[config.mk]
export PLATFORM = sky130hd
export DESIGN_NAME = mem_word_sequencer_flat
export DESIGN_NICKNAME = d
export VERILOG_FILES = /design/src/rtl/mem_word_sequencer_if.sv /design/src/rtl/mem_word_sequencer.sv /design/src/flat_wrapper.sv
export SDC_FILE = /design/constraint.sdc
export NUM_CORES = 1
export LEC_CHECK = 0
export BUFFER_PORTS_ARGS = -buffer_cell sky130_fd_sc_hd__buf_2
export CAP_MARGIN = 5
export CORE_ASPECT_RATIO = 1.25
export CORE_UTILIZATION = 54
export CTS_CLUSTER_DIAMETER = 200
export DETAILED_ROUTE_END_ITERATION = 7
export PLACE_DENSITY = 0.79
export SETUP_SLACK_MARGIN = 0.4
export SYNTH_ARGS = -nofsm -noshare
export SYNTH_HDL_FRONTEND = slang
export SYNTH_SLANG_ARGS = --single-unit
[constraint.sdc]
create_clock -name Clock -period 3 [get_ports Clock]
set_clock_uncertainty 0.1 [all_clocks]
set_input_delay 0.9 -clock Clock [delete_from_list [all_inputs] [get_ports Clock]]
set_output_delay 0.9 -clock Clock [all_outputs]
set_load 0.005 [all_outputs]
[src/rtl/mem_word_sequencer_if.sv]
// Request/response and byte-memory signals of the multi-byte transfer engine.
interface mem_word_sequencer_if #(
    parameter int unsigned DATA_W = 32,
    parameter int unsigned ADDR_W = 16
);
    localparam int unsigned SZ_W = (DATA_W / 8 > 1) ? $clog2(DATA_W / 8) : 1;

    logic              Start;
    logic              Write;
    logic              Signed;
    logic [SZ_W-1:0]   Size;
    logic [ADDR_W-1:0] BaseAddr;
    logic [DATA_W-1:0] WrData;
    logic              Busy;
    logic              Done;
    logic [DATA_W-1:0] RdData;
    logic [ADDR_W-1:0] Mem_Address;
    logic [7:0]        Mem_Data;
    logic              Mem_WR;
    logic              Mem_CS;
    logic [7:0]        MemOut;

    // Requester and memory side of the engine
    modport master (
        output Start, Write, Signed, Size, BaseAddr, WrData, MemOut,
        input  Busy, Done, RdData, Mem_Address, Mem_Data, Mem_WR, Mem_CS
    );

    // The sequencer itself
    modport slave (
        input  Start, Write, Signed, Size, BaseAddr, WrData, MemOut,
        output Busy, Done, RdData, Mem_Address, Mem_Data, Mem_WR, Mem_CS
    );
endinterface

[src/rtl/mem_word_sequencer.sv]
// Sequenced little-endian multi-byte load/store between a byte-wide memory
// and a DATA_W-bit word, one memory access per clock.
module mem_word_sequencer #(
    parameter int unsigned DATA_W = 32,
    parameter int unsigned ADDR_W = 16
) (
    input  logic                 Clock,
    input  logic                 Reset,
    mem_word_sequencer_if.slave  bus
);
    localparam int unsigned NB   = DATA_W / 8;
    localparam int unsigned SZ_W = (NB > 1) ? $clog2(NB) : 1;
    localparam logic [SZ_W-1:0] MAX_SZ = SZ_W'(NB - 1);

    typedef enum logic [1:0] {IDLE, XFER, DONE} state_t;

    typedef struct packed {
        logic              wr;
        logic              sgn;
        logic [SZ_W-1:0]   size;
        logic [ADDR_W-1:0] base;
        logic [DATA_W-1:0] wdata;
    } req_t;

    state_t            state_q, state_d;
    req_t              req_q, req_d;
    logic [SZ_W-1:0]   idx_q, idx_d;
    logic [DATA_W-1:0] acc_q, acc_d;
    logic [DATA_W-1:0] rd_q, rd_d;
    logic              busy_q, busy_d;
    logic              done_q, done_d;
    logic [DATA_W-1:0] ext;
    logic              sign_bit;

    logic              mem_cs;
    logic              mem_wr;
    logic [ADDR_W-1:0] mem_addr;
    logic [7:0]        mem_data;

    // State and datapath registers
    always_ff @(posedge Clock) begin
        if (Reset) begin
            state_q <= IDLE;
            req_q   <= '0;
            idx_q   <= '0;
            acc_q   <= '0;
            rd_q    <= '0;
            busy_q  <= 1'b0;
            done_q  <= 1'b0;
        end else begin
            state_q <= state_d;
            req_q   <= req_d;
            idx_q   <= idx_d;
            acc_q   <= acc_d;
            rd_q    <= rd_d;
            busy_q  <= busy_d;
            done_q  <= done_d;
        end
    end

    // Next-state, byte assembly and result extension
    always_comb begin
        state_d  = state_q;
        req_d    = req_q;
        idx_d    = idx_q;
        acc_d    = acc_q;
        rd_d     = rd_q;
        ext      = '0;
        sign_bit = 1'b0;

        case (state_q)
            IDLE: begin
                if (bus.Start) begin
                    req_d.wr    = bus.Write;
                    req_d.sgn   = bus.Signed;
                    req_d.size  = (bus.Size > MAX_SZ) ? MAX_SZ : bus.Size;
                    req_d.base  = bus.BaseAddr;
                    req_d.wdata = bus.WrData;
                    idx_d       = '0;
                    acc_d       = '0;
                    state_d     = XFER;
                end
            end
            XFER: begin
                if (!req_q.wr) begin
                    for (int i = 0; i < int'(NB); i++) begin
                        if (idx_q == SZ_W'(i)) acc_d[8*i +: 8] = bus.MemOut;
                    end
                end
                // Top valid byte supplies the sign for the upper bytes
                for (int i = 0; i < int'(NB); i++) begin
                    if (req_q.size == SZ_W'(i)) sign_bit = acc_d[8*i+7];
                end
                for (int i = 0; i < int'(NB); i++) begin
                    ext[8*i +: 8] = (SZ_W'(i) > req_q.size) ? {8{req_q.sgn & sign_bit}}
                                                             : acc_d[8*i +: 8];
                end
                if (idx_q == req_q.size) begin
                    state_d = DONE;
                    if (!req_q.wr) rd_d = ext;
                end else begin
                    idx_d = idx_q + SZ_W'(1);
                end
            end
            DONE: begin
                state_d = IDLE;
            end
            default: begin
                state_d = IDLE;
            end
        endcase

        busy_d = (state_d != IDLE);
        done_d = (state_d == DONE);
    end

    // Memory strobes decoded from registered state only
    always_comb begin
        mem_cs   = 1'b1;
        mem_wr   = 1'b0;
        mem_addr = '0;
        mem_data = '0;
        if (state_q == XFER) begin
            mem_cs   = 1'b0;
            mem_wr   = req_q.wr;
            mem_addr = req_q.base + ADDR_W'(idx_q);
            if (req_q.wr) begin
                for (int i = 0; i < int'(NB); i++) begin
                    if (idx_q == SZ_W'(i)) mem_data = req_q.wdata[8*i +: 8];
                end
            end
        end
    end

    assign bus.Busy        = busy_q;
    assign bus.Done        = done_q;
    assign bus.RdData      = rd_q;
    assign bus.Mem_CS      = mem_cs;
    assign bus.Mem_WR      = mem_wr;
    assign bus.Mem_Address = mem_addr;
    assign bus.Mem_Data    = mem_data;
endmodule

[src/flat_wrapper.sv]
// flat-port wrapper written by rule: the top's interface ports become plain ports
module mem_word_sequencer_flat 
#(
    parameter int unsigned DATA_W = 32,
    parameter int unsigned ADDR_W = 16
)
  (Clock, Reset, bus_Start, bus_Write, bus_Signed, bus_Size, bus_BaseAddr, bus_WrData, bus_MemOut, bus_Busy, bus_Done, bus_RdData, bus_Mem_Address, bus_Mem_Data, bus_Mem_WR, bus_Mem_CS);
  mem_word_sequencer_if #(.DATA_W(DATA_W), .ADDR_W(ADDR_W)) bus_i ();
  input  logic Clock;
  input  logic Reset;
  input wire logic [$bits(bus_i.Start)-1:0] bus_Start;
  input wire logic [$bits(bus_i.Write)-1:0] bus_Write;
  input wire logic [$bits(bus_i.Signed)-1:0] bus_Signed;
  input wire logic [$bits(bus_i.Size)-1:0] bus_Size;
  input wire logic [$bits(bus_i.BaseAddr)-1:0] bus_BaseAddr;
  input wire logic [$bits(bus_i.WrData)-1:0] bus_WrData;
  input wire logic [$bits(bus_i.MemOut)-1:0] bus_MemOut;
  output wire logic [$bits(bus_i.Busy)-1:0] bus_Busy;
  output wire logic [$bits(bus_i.Done)-1:0] bus_Done;
  output wire logic [$bits(bus_i.RdData)-1:0] bus_RdData;
  output wire logic [$bits(bus_i.Mem_Address)-1:0] bus_Mem_Address;
  output wire logic [$bits(bus_i.Mem_Data)-1:0] bus_Mem_Data;
  output wire logic [$bits(bus_i.Mem_WR)-1:0] bus_Mem_WR;
  output wire logic [$bits(bus_i.Mem_CS)-1:0] bus_Mem_CS;
  assign bus_i.Start = bus_Start;
  assign bus_i.Write = bus_Write;
  assign bus_i.Signed = bus_Signed;
  assign bus_i.Size = bus_Size;
  assign bus_i.BaseAddr = bus_BaseAddr;
  assign bus_i.WrData = bus_WrData;
  assign bus_i.MemOut = bus_MemOut;
  assign bus_Busy = bus_i.Busy;
  assign bus_Done = bus_i.Done;
  assign bus_RdData = bus_i.RdData;
  assign bus_Mem_Address = bus_i.Mem_Address;
  assign bus_Mem_Data = bus_i.Mem_Data;
  assign bus_Mem_WR = bus_i.Mem_WR;
  assign bus_Mem_CS = bus_i.Mem_CS;
  mem_word_sequencer #(.DATA_W(DATA_W), .ADDR_W(ADDR_W)) u_core (.Clock(Clock), .Reset(Reset), .bus(bus_i));
endmodule
==> results of run 1 <==
-- per-layer routing --
metal,part of all wire,up-vias
met5,0,-
li1,-,2613
met2,0.51,208
met3,0.054,41
met4,0.030,0
met1,0.41,2517
-- power by group --
group / switching (mW) / internal [mW] / leakage, nW
combinational: 0.355 / 0.254 / 1.60
clock: 0.719 / 1.39 / 0.298
sequential: 0.0874 / 1.74 / 0.999
-- sequential cells by signal (all words and copies together) (netlist names) --
register           flops
u_core.idx_q           2
u_core.state_q         2
u_core.bus.Busy        1
u_core.acc_q          32
u_core.bus.RdData     32
u_core.req_q          52
u_core.bus.Done        1
-- synthesized netlist by cell type (all sizes together) (3+ instances only) --
master  number
mux2         7
and4         3
nor2        61
ha           6
dfxtp      122
a22oi       32
nand2b       5
o221a       16
inv         16
and2         6
nor4         3
nand3        3
a211oi       9
a311oi       7
o21ai       12
nand2      171
xor2        11
a211o        8
a21o         6
nor2b        5
buf         12
nand4        6
nand3b       6
a21oi       87
and3b        9
clkbuf      48
-- worst max-delay path: stages, from the launching register on --
cell        delay (ps)
dfxtp_4            400
clkinvlp_4         160
ha_4               230
and3b_1            250
a211oi_2            50
a211o_1            230
a21oi_1            130
buf_2              140
-- per-stage QoR --
stage | setup TNS, ps | hold slack (ps)
after floorplan | 0 | 332
after global placement | 0 | 345
after detailed placement | 0 | 346
after CTS | -21.8 | 354
after global routing | -540 | 376
final | 0 | 353
-- worst min-delay path by stage --
stage / from / to / slack (ps) / cells after the start
after floorplan: u_core.req_q[0] / u_core.req_q[0] / 330 / 2
after global placement: u_core.req_q[27] / u_core.req_q[27] / 340 / 2
after detailed placement: u_core.req_q[7] / u_core.req_q[7] / 350 / 2
after CTS: u_core.req_q[7] / u_core.req_q[7] / 350 / 2
after global routing: u_core.req_q[7] / u_core.req_q[7] / 380 / 2
final: u_core.req_q[0] / u_core.req_q[0] / 350 / 2
-- layout make-up --
type	instances	area, µm²
fill	775	3010
clock buffer	22	484
sequential	122	2450
multi-input combinational	501	2980
tap	129	161
clock inverter	10	140
timing repair buffer	142	806
inverter	16	70.1
-- logic make-up after synthesis --
family,share of synthesized area
XOR/XNOR,0.0203
flip-flops,0.436
adder cells (fa/ha/maj),0.0170
buffers and inverters,0.0549
AO/OA/AOI/OAI,0.230
AND/OR/NAND/NOR,0.226
multiplexers,0.0159
-- cells in the final DEF (no fill, tap or decap), types with 6 or more instances in the layout --
master and instances:
a211o_1 8, a211oi_2 6, a21o_1 6, a21oi_1 85, a22oi_1 32, a311oi_1 7, and3b_1 9, buf_2 122
buf_4 15, clkbuf_16 17, dfxtp_1 116, inv_1 13, mux2_2 7, nand2_1 170, nand3b_1 6, nand4_1 6
nor2_1 61, o21ai_0 11, o221a_1 16, xor2_1 11
-- timing repair --
item,in CTS,in global routing
gates resized for setup,26,10
pin swaps,15,13
setup buffers,8,3
setup endpoints to repair,32,34
==> impl_metrics.toml, run 1 <==
[die]
rows = 41
coreArea_um2 = 10100
die_area_um2 = 10800
die_y_um = 116
die_x_um = 93.1
io_pins = 123
initial_core_util = 0.555

[clock_network]
ctsHoldBuffers = 0
numCtsBuffers = 17
clk_pin_slew_worst_paths_ps = 50
cts.sinks = 122
clkLatencyLatePin_ps = 410
cts_buffer_depth = 2
cts_tree = "yes"
htreeDepth = 4
clock-root-buffer = "clkbuf_16"

[routing]
drtIter0Drc = 324
drtAntennaViolNets = 0
drc_errors = 0
wl_per_cell_um = 16.0
routed_via_density = 5.71
dr_total_vias = 5379
totalWireLength_um = 15100
first_pass_iters = 5

[setup_path]
endpoint = "bus_Mem_Data[4]"
required_ps = 2000
worstSetupPathType = "flop to output pin"
worst_ep_arrival_time_ps = 1990
reg2reg_from = "u_core.idx_q[1]"
cp_max_fo = 11
reg2reg_depth = 5
ff2ff_setup_slack_ps = 610
rr_endpoint = "u_core.acc_q[30]"
crit_path_start = "u_core.idx_q[1]"
cp-end-kind = "output pin"
start_kind = "flop"

[yosys]
syn-num-nets = 769
seq_area_frac_synth = 0.436
mappedNetlistArea_um2 = 5600
syn_inst = 699
yosysUniqueCellTypes = 53
synth_area_leaders = "dfxtp_1, nand2_1, a21oi_1"
yosysWarnings = 0
ys_async_sr_fraction = 0
ys_ff_latch = 122
ys.flop_type = "dfxtp_1"
synth_largest_area_cell = "dfxtp_1"
synth-edff-count = 0
synth_top_area_frac = 0.436
avgSynthCellArea_um2 = 8.02

[global_routing]
grt_max_degree = 98
met1_usage = 0.334
track_usage = 0.288
first_global_vias = 5042
busiest_layer = "met2"
use_met2 = 0.504
grt_overflow = 0
grt_pass1_wl_um = 24100
grtUsageMet3 = 0.0597
antenna_found_initial = 0

[timing]
slew_viol_final = 0
rsz0062_at_grt = "true"
period_needed_ps = 2990
maxSlewHeadroom = 0.508
setup_slack_ps = 7.72
worstMarginPinSlew_ps = 738
final.period_utilization = 0.997
fmax_ghz = 0.334
hold_violations = 0
report.final.setup_viol = 0

[layout]
final_cells = 942
stdcell_area_um2 = 7090
n_antenna_cell = 0
drive_above_1_share = 0.266
synthToLayoutAreaGrowth_pct = 26.6
final_util = 0.702
layout.nets = 870

[pwr]
p_per_area_nw_per_um2 = 641
peakVddDrop_mv = 0.365
leakagePower_nw = 2.90
p_total_mw = 4.55

[run]
max_cap_violations = 0

[placed_design]
place_ws_ps = 169
gp_congestion = 0.838
placed_area_um2 = 6240
place_hpwl_um = 9720
io_buffers = 122
placed_cells = 899

[status]
outcome = "completed"

[hold_path]
holdCritPathClass = "flop to flop"
(Power assumes the default switching activity.)
==> inputs of run 2 (changes only) <==
--- a/config.mk
+++ b/config.mk
@@ -5,13 +5,13 @@
 export SDC_FILE = /design/constraint.sdc
 export NUM_CORES = 1
 export LEC_CHECK = 0
-export BUFFER_PORTS_ARGS = -buffer_cell sky130_fd_sc_hd__buf_2
 export CAP_MARGIN = 5
 export CORE_ASPECT_RATIO = 1.25
-export CORE_UTILIZATION = 54
+export CORE_UTILIZATION = 57
 export CTS_CLUSTER_DIAMETER = 200
 export DETAILED_ROUTE_END_ITERATION = 7
-export PLACE_DENSITY = 0.79
+export DONT_BUFFER_PORTS = 1
+export PLACE_DENSITY = 0.72
 export SETUP_SLACK_MARGIN = 0.4
 export SYNTH_ARGS = -nofsm -noshare
 export SYNTH_HDL_FRONTEND = slang
==> impl_metrics.toml, run 2 (synthesized netlist as in run 1, its figures left out) <==
[hold_path]
min_path_cells = 2
hp-start = "u_core.req_q[2]"
holdCritPathClass = "flop to flop"
hold_end = "u_core.req_q[2]"

[routing]
routed_via_density = 5.93
drc_errors = 0
totalWireLength_um = 13800
drtIter0Drc = 273
drtAntennaViolNets = 0
wl_per_cell_um = 17.0
dr_total_vias = 4840
first_pass_iters = 6

[timing]
rsz0062_at_grt = "true"
hold_violations = 0
report.final.setup_viol = 0
final.period_utilization = 0.971
slew_viol_final = 0
worstMarginPinSlew_ps = 625
maxSlewHeadroom = 0.583
hold_ws_ps = 347
period_needed_ps = 2910
fmax_ghz = 0.343
finalSetupTns_ps = 0

[global_routing]
track_usage = 0.271
grt_pass1_wl_um = 21900
first_global_vias = 4475
grt_max_degree = 99
busiest_layer = "met2"
antenna_found_initial = 0
grt_overflow = 0
grtUsageMet3 = 0.0806
met1_usage = 0.324
use_met2 = 0.445

[pwr]
switching_power_mw = 1.07
intPower_mw = 3.14
p_total_mw = 4.20
pwr-share-seq = 0.438
p_per_area_nw_per_um2 = 655
p_clk_frac = 0.454
pwr-share-comb = 0.108
leakagePower_nw = 2.30
peakVddDrop_mv = 0.440
swShare = 0.253

[clock_network]
clkLatencyLatePin_ps = 410
htreeDepth = 4
clock-root-buffer = "clkbuf_16"
numCtsBuffers = 17
cts.sinks = 122
cts_tree = "yes"
clk_pin_slew_worst_paths_ps = 50
cts_buffer_depth = 2

[layout]
n_antenna_cell = 0
final_util = 0.671
final_cell_mix = "nand2_1, dfxtp_1, a21oi_1"
layout.cells.most_common = "nand2_1"
synthToLayoutAreaGrowth_pct = 14.4
layout.nets = 748
regMostFlops = "u_core.req_q"
stdcell_area_um2 = 6410
largest_reg_flops = 52
drive_above_1_share = 0.143

[setup_path]
required_ps = 2000
ff2ff_setup_slack_ps = 540
worst_ep_arrival_time_ps = 1910
reg2reg_depth = 7
reg2reg_from = "u_core.idx_q[0]"
cp_max_fo = 6
rr_endpoint = "u_core.bus.RdData[30]"
start_kind = "flop"
cp-end-kind = "output pin"
worstSetupPathType = "flop to output pin"

[placed_design]
placed_area_um2 = 5590
gp_congestion = 0.826
place_hpwl_um = 9130
io_buffers = 0

[die]
rows = 40
io_pins = 123
coreArea_um2 = 9560
initial_core_util = 0.586
die_y_um = 113
die_area_um2 = 10200
die_x_um = 90.7

[run]
max_cap_violations = 0

[status]
outcome = "completed"
==> run 2: cell count changes in the layout (fill, tap and decap cells not counted), sizes merged <==
| cell | before | now |
|---|---|---|
| inv | 14 | 15 |
| clkinv | 4 | 5 |
| buf | 142 | 20 |
| clkbuf | 22 | 24 |
| clkinvlp | 5 | 2 |
| bufinv | 3 | 1 |
==> run 2: layout make-up <==
class,instances,area (µm²)
fillers,804,3150
clock buffers,24,492
clock inverters,7,66.3
inverters,16,63.8
multi-input cells,501,3000
well taps,126,158
flip-flops and latches,122,2450
repair buffers,20,181
==> run 2: worst max-delay path: stages, from the launching register on <==
cell	delay [ps]
dfxtp_4	370
buf_6	120
fa_2	390
and2_4	190
and4_1	180
xnor2_1	130
nor2_1	120
==> run 2: routing by layer <==
layer	wire length, µm	share of wire
met1	5840	0.42
met2	6790	0.49
met3	810	0.059
met4	395	0.029
met5	0	0
==> run 2: what timing repair did <==
action | CTS | global route
hold buffers | 0 | 0
pin swaps | 14 | 15
endpoints found under the setup margin | 32 | 25
cloned | 0 | 0
setup buffers | 5 | 8
resized for setup | 27 | 21
==> run 2: worst max path at each step <==
stage | startpoint | endpoint | slack (ps) | cells past startpoint
after floorplan | u_core.idx_q[1] | bus_Mem_Data[6] | 420 | 8
after global placement | u_core.idx_q[1] | bus_Mem_Data[2] | 300 | 6
after detailed placement | u_core.idx_q[1] | bus_Mem_Data[2] | 280 | 6
after CTS | u_core.idx_q[0] | bus_Mem_Address[10] | 40 | 6
after global routing | u_core.idx_q[1] | bus_Mem_Address[15] | 40 | 5
final | u_core.idx_q[1] | bus_Mem_Address[10] | 90 | 6
==> run 2: metrics by stage <==
stage | setup WS, ps | std cells
final | 88.2 | 816
after global routing | 36.8 | 816
after CTS | 36.4 | 808
after detailed placement | 281 | 772
after global placement | 300 | 772
after floorplan | 421 | 699
==> run 2: power groups by stage <==
stage / clock network, mW / registers [mW] / logic, mW
2_1_floorplan: 0 / 1.83 / 0.386
3_3_place_gp: 0 / 1.87 / 0.417
3_5_place_dp: 0 / 1.87 / 0.431
4_1_cts: 1.93 / 1.84 / 0.442
5_1_grt: 2.00 / 1.86 / 0.504
6_report: 1.91 / 1.84 / 0.454
==> inputs of run 3 (changes only) <==
--- a/config.mk
+++ b/config.mk
@@ -12,6 +12,7 @@
 export DETAILED_ROUTE_END_ITERATION = 7
 export DONT_BUFFER_PORTS = 1
 export PLACE_DENSITY = 0.72
+export REMOVE_ABC_BUFFERS = 1
 export SETUP_SLACK_MARGIN = 0.4
 export SYNTH_ARGS = -nofsm -noshare
 export SYNTH_HDL_FRONTEND = slang
==> impl_metrics.toml, run 3 (synthesized netlist as in run 1, its figures left out) <==
[routing]
wl_met2_um = 7880
dr_total_vias = 5127
wl_met3_um = 1070
met1_length_um = 6040
drc_errors = 0
highest_layer = "met4"
drtIter0Drc = 448
wl_per_cell_um = 18.5
totalWireLength_um = 15500
routed_via_density = 6.14
first_pass_iters = 5
drtAntennaViolNets = 0

[placed_design]
io_buffers = 0
place_ws_ps = 147
gp_congestion = 0.812
place_hpwl_um = 8610

[setup_path]
worstSetupPathType = "flop to output pin"
start_kind = "flop"
path_cells = "buf_6, fa_2, and2_4, and4_1, xnor2_1, nor2_1"
required_ps = 2000
reg2reg_depth = 11
cp_slowest_stage_delay_ps = 380
cp_top_family = "simple AND/OR/NAND/NOR gates"
cp_slowest_cell = "fa_2"
cp-end-kind = "output pin"
path_depth = 6
cp_max_fo = 6
path_buf_inv = 1
worst_ep_arrival_time_ps = 1930

[die]
initial_core_util = 0.586
die_area_um2 = 10200
rows = 40
coreArea_um2 = 9560
die_x_um = 90.7
io_pins = 123
die_y_um = 113

[clock_network]
ctsHoldBuffers = 0
cts_tree = "yes"
clkLatencyLatePin_ps = 410
cts.sinks = 122
numCtsBuffers = 17
htreeDepth = 4
clk_pin_slew_worst_paths_ps = 50
cts_buffer_depth = 2
clock-root-buffer = "clkbuf_16"

[layout]
layout.nets = 766
final_util = 0.704
drive_above_1_share = 0.182
final_cell_mix = "nand2_1, dfxtp_1, a21oi_1"
regArea_um2 = 2460
n_antenna_cell = 0
layout.cells.most_common = "nand2_1"
largest_reg_flops = 52
nFillCells = 733
synthToLayoutAreaGrowth_pct = 20.1
multi_input_area_um2 = 3070
regMostFlops = "u_core.req_q"

[global_routing]
track_usage = 0.301
grt_max_degree = 99
grt_overflow = 0
first_global_vias = 4909
grt_pass1_wl_um = 24200
antenna_found_initial = 0

[timing]
final.period_utilization = 0.975
fmax_ghz = 0.342
report.final.setup_viol = 0
worstMarginPinSlew_ps = 1000
maxSlewHeadroom = 0.330
slew_viol_final = 0
period_needed_ps = 2930
hold_violations = 0
setup_slack_ps = 73.7
rsz0062_at_grt = "true"

[status]
outcome = "completed"

[pwr]
leakagePower_nw = 2.43
peakVddDrop_mv = 0.496
p_per_area_nw_per_um2 = 669

[hold_path]
holdCritPathClass = "flop to flop"
min_path_cells = 2

[run]
max_cap_violations = 0
-- run 3: timing repair --
item	CTS	global route
endpoints found under the hold margin	0	0
setup endpoints to repair	32	39
buffers inserted	26	4
pin swaps	32	16
gates cloned	1	0
gates resized for setup	53	21
-- run 3: per-layer routing --
layer	global-route usage	vias up
met4	0.139	0
met1	0.335	2446
met2	0.532	230
met5	0	-
li1	-	2407
met3	0.0813	44
-- run 3: stage by stage --
stage | setup TNS, ps | area (µm²) | total power, mW | instances | hold slack [ps]
finish | 0 | 6730 | 4.50 | 835 | 353
CTS | 0 | 6610 | 4.48 | 831 | 348
detailed placement | 0 | 5580 | 2.29 | 772 | 340
global placement | 0 | 5580 | 2.27 | 772 | 336
floorplan | -62080 | 5360 | 2.17 | 639 | 326
global route | 0 | 6730 | 4.65 | 835 | 365
-- run 3: worst min-delay path, delay by kind of cell, from the launching register on --
kind               cells  cell delay (ps)
DFF                    1              310
and+or+nand+nor        1               50
AOI/OAI and AO/OA      1               50
-- run 3: path summary, 6_finish.rpt --
path	end	slack (ps)	from
setup / recovery	bus_Mem_Address[10]	70	u_core.idx_q[1]
hold / removal	u_core.req_q[21]	350	u_core.req_q[21]
setup reg to reg	u_core.bus.RdData[25]	460	u_core.idx_q[0]
hold reg to reg	u_core.req_q[21]	350	u_core.req_q[21]
-- run 3: final cells by class --
class	instances	share of cell area
Clock buffer	21	0.0684
Multi-Input combinational cell	501	0.456
Clock inverter	11	0.0251
Tap cell	126	0.0234
Inverter	16	0.00948
Timing Repair Buffer	38	0.0528
Sequential cell	122	0.365
-- run 3: power by group --
group	switching, mW	internal [mW]
Sequential	0.103	1.74
Clock	0.740	1.43
Combinational	0.293	0.193
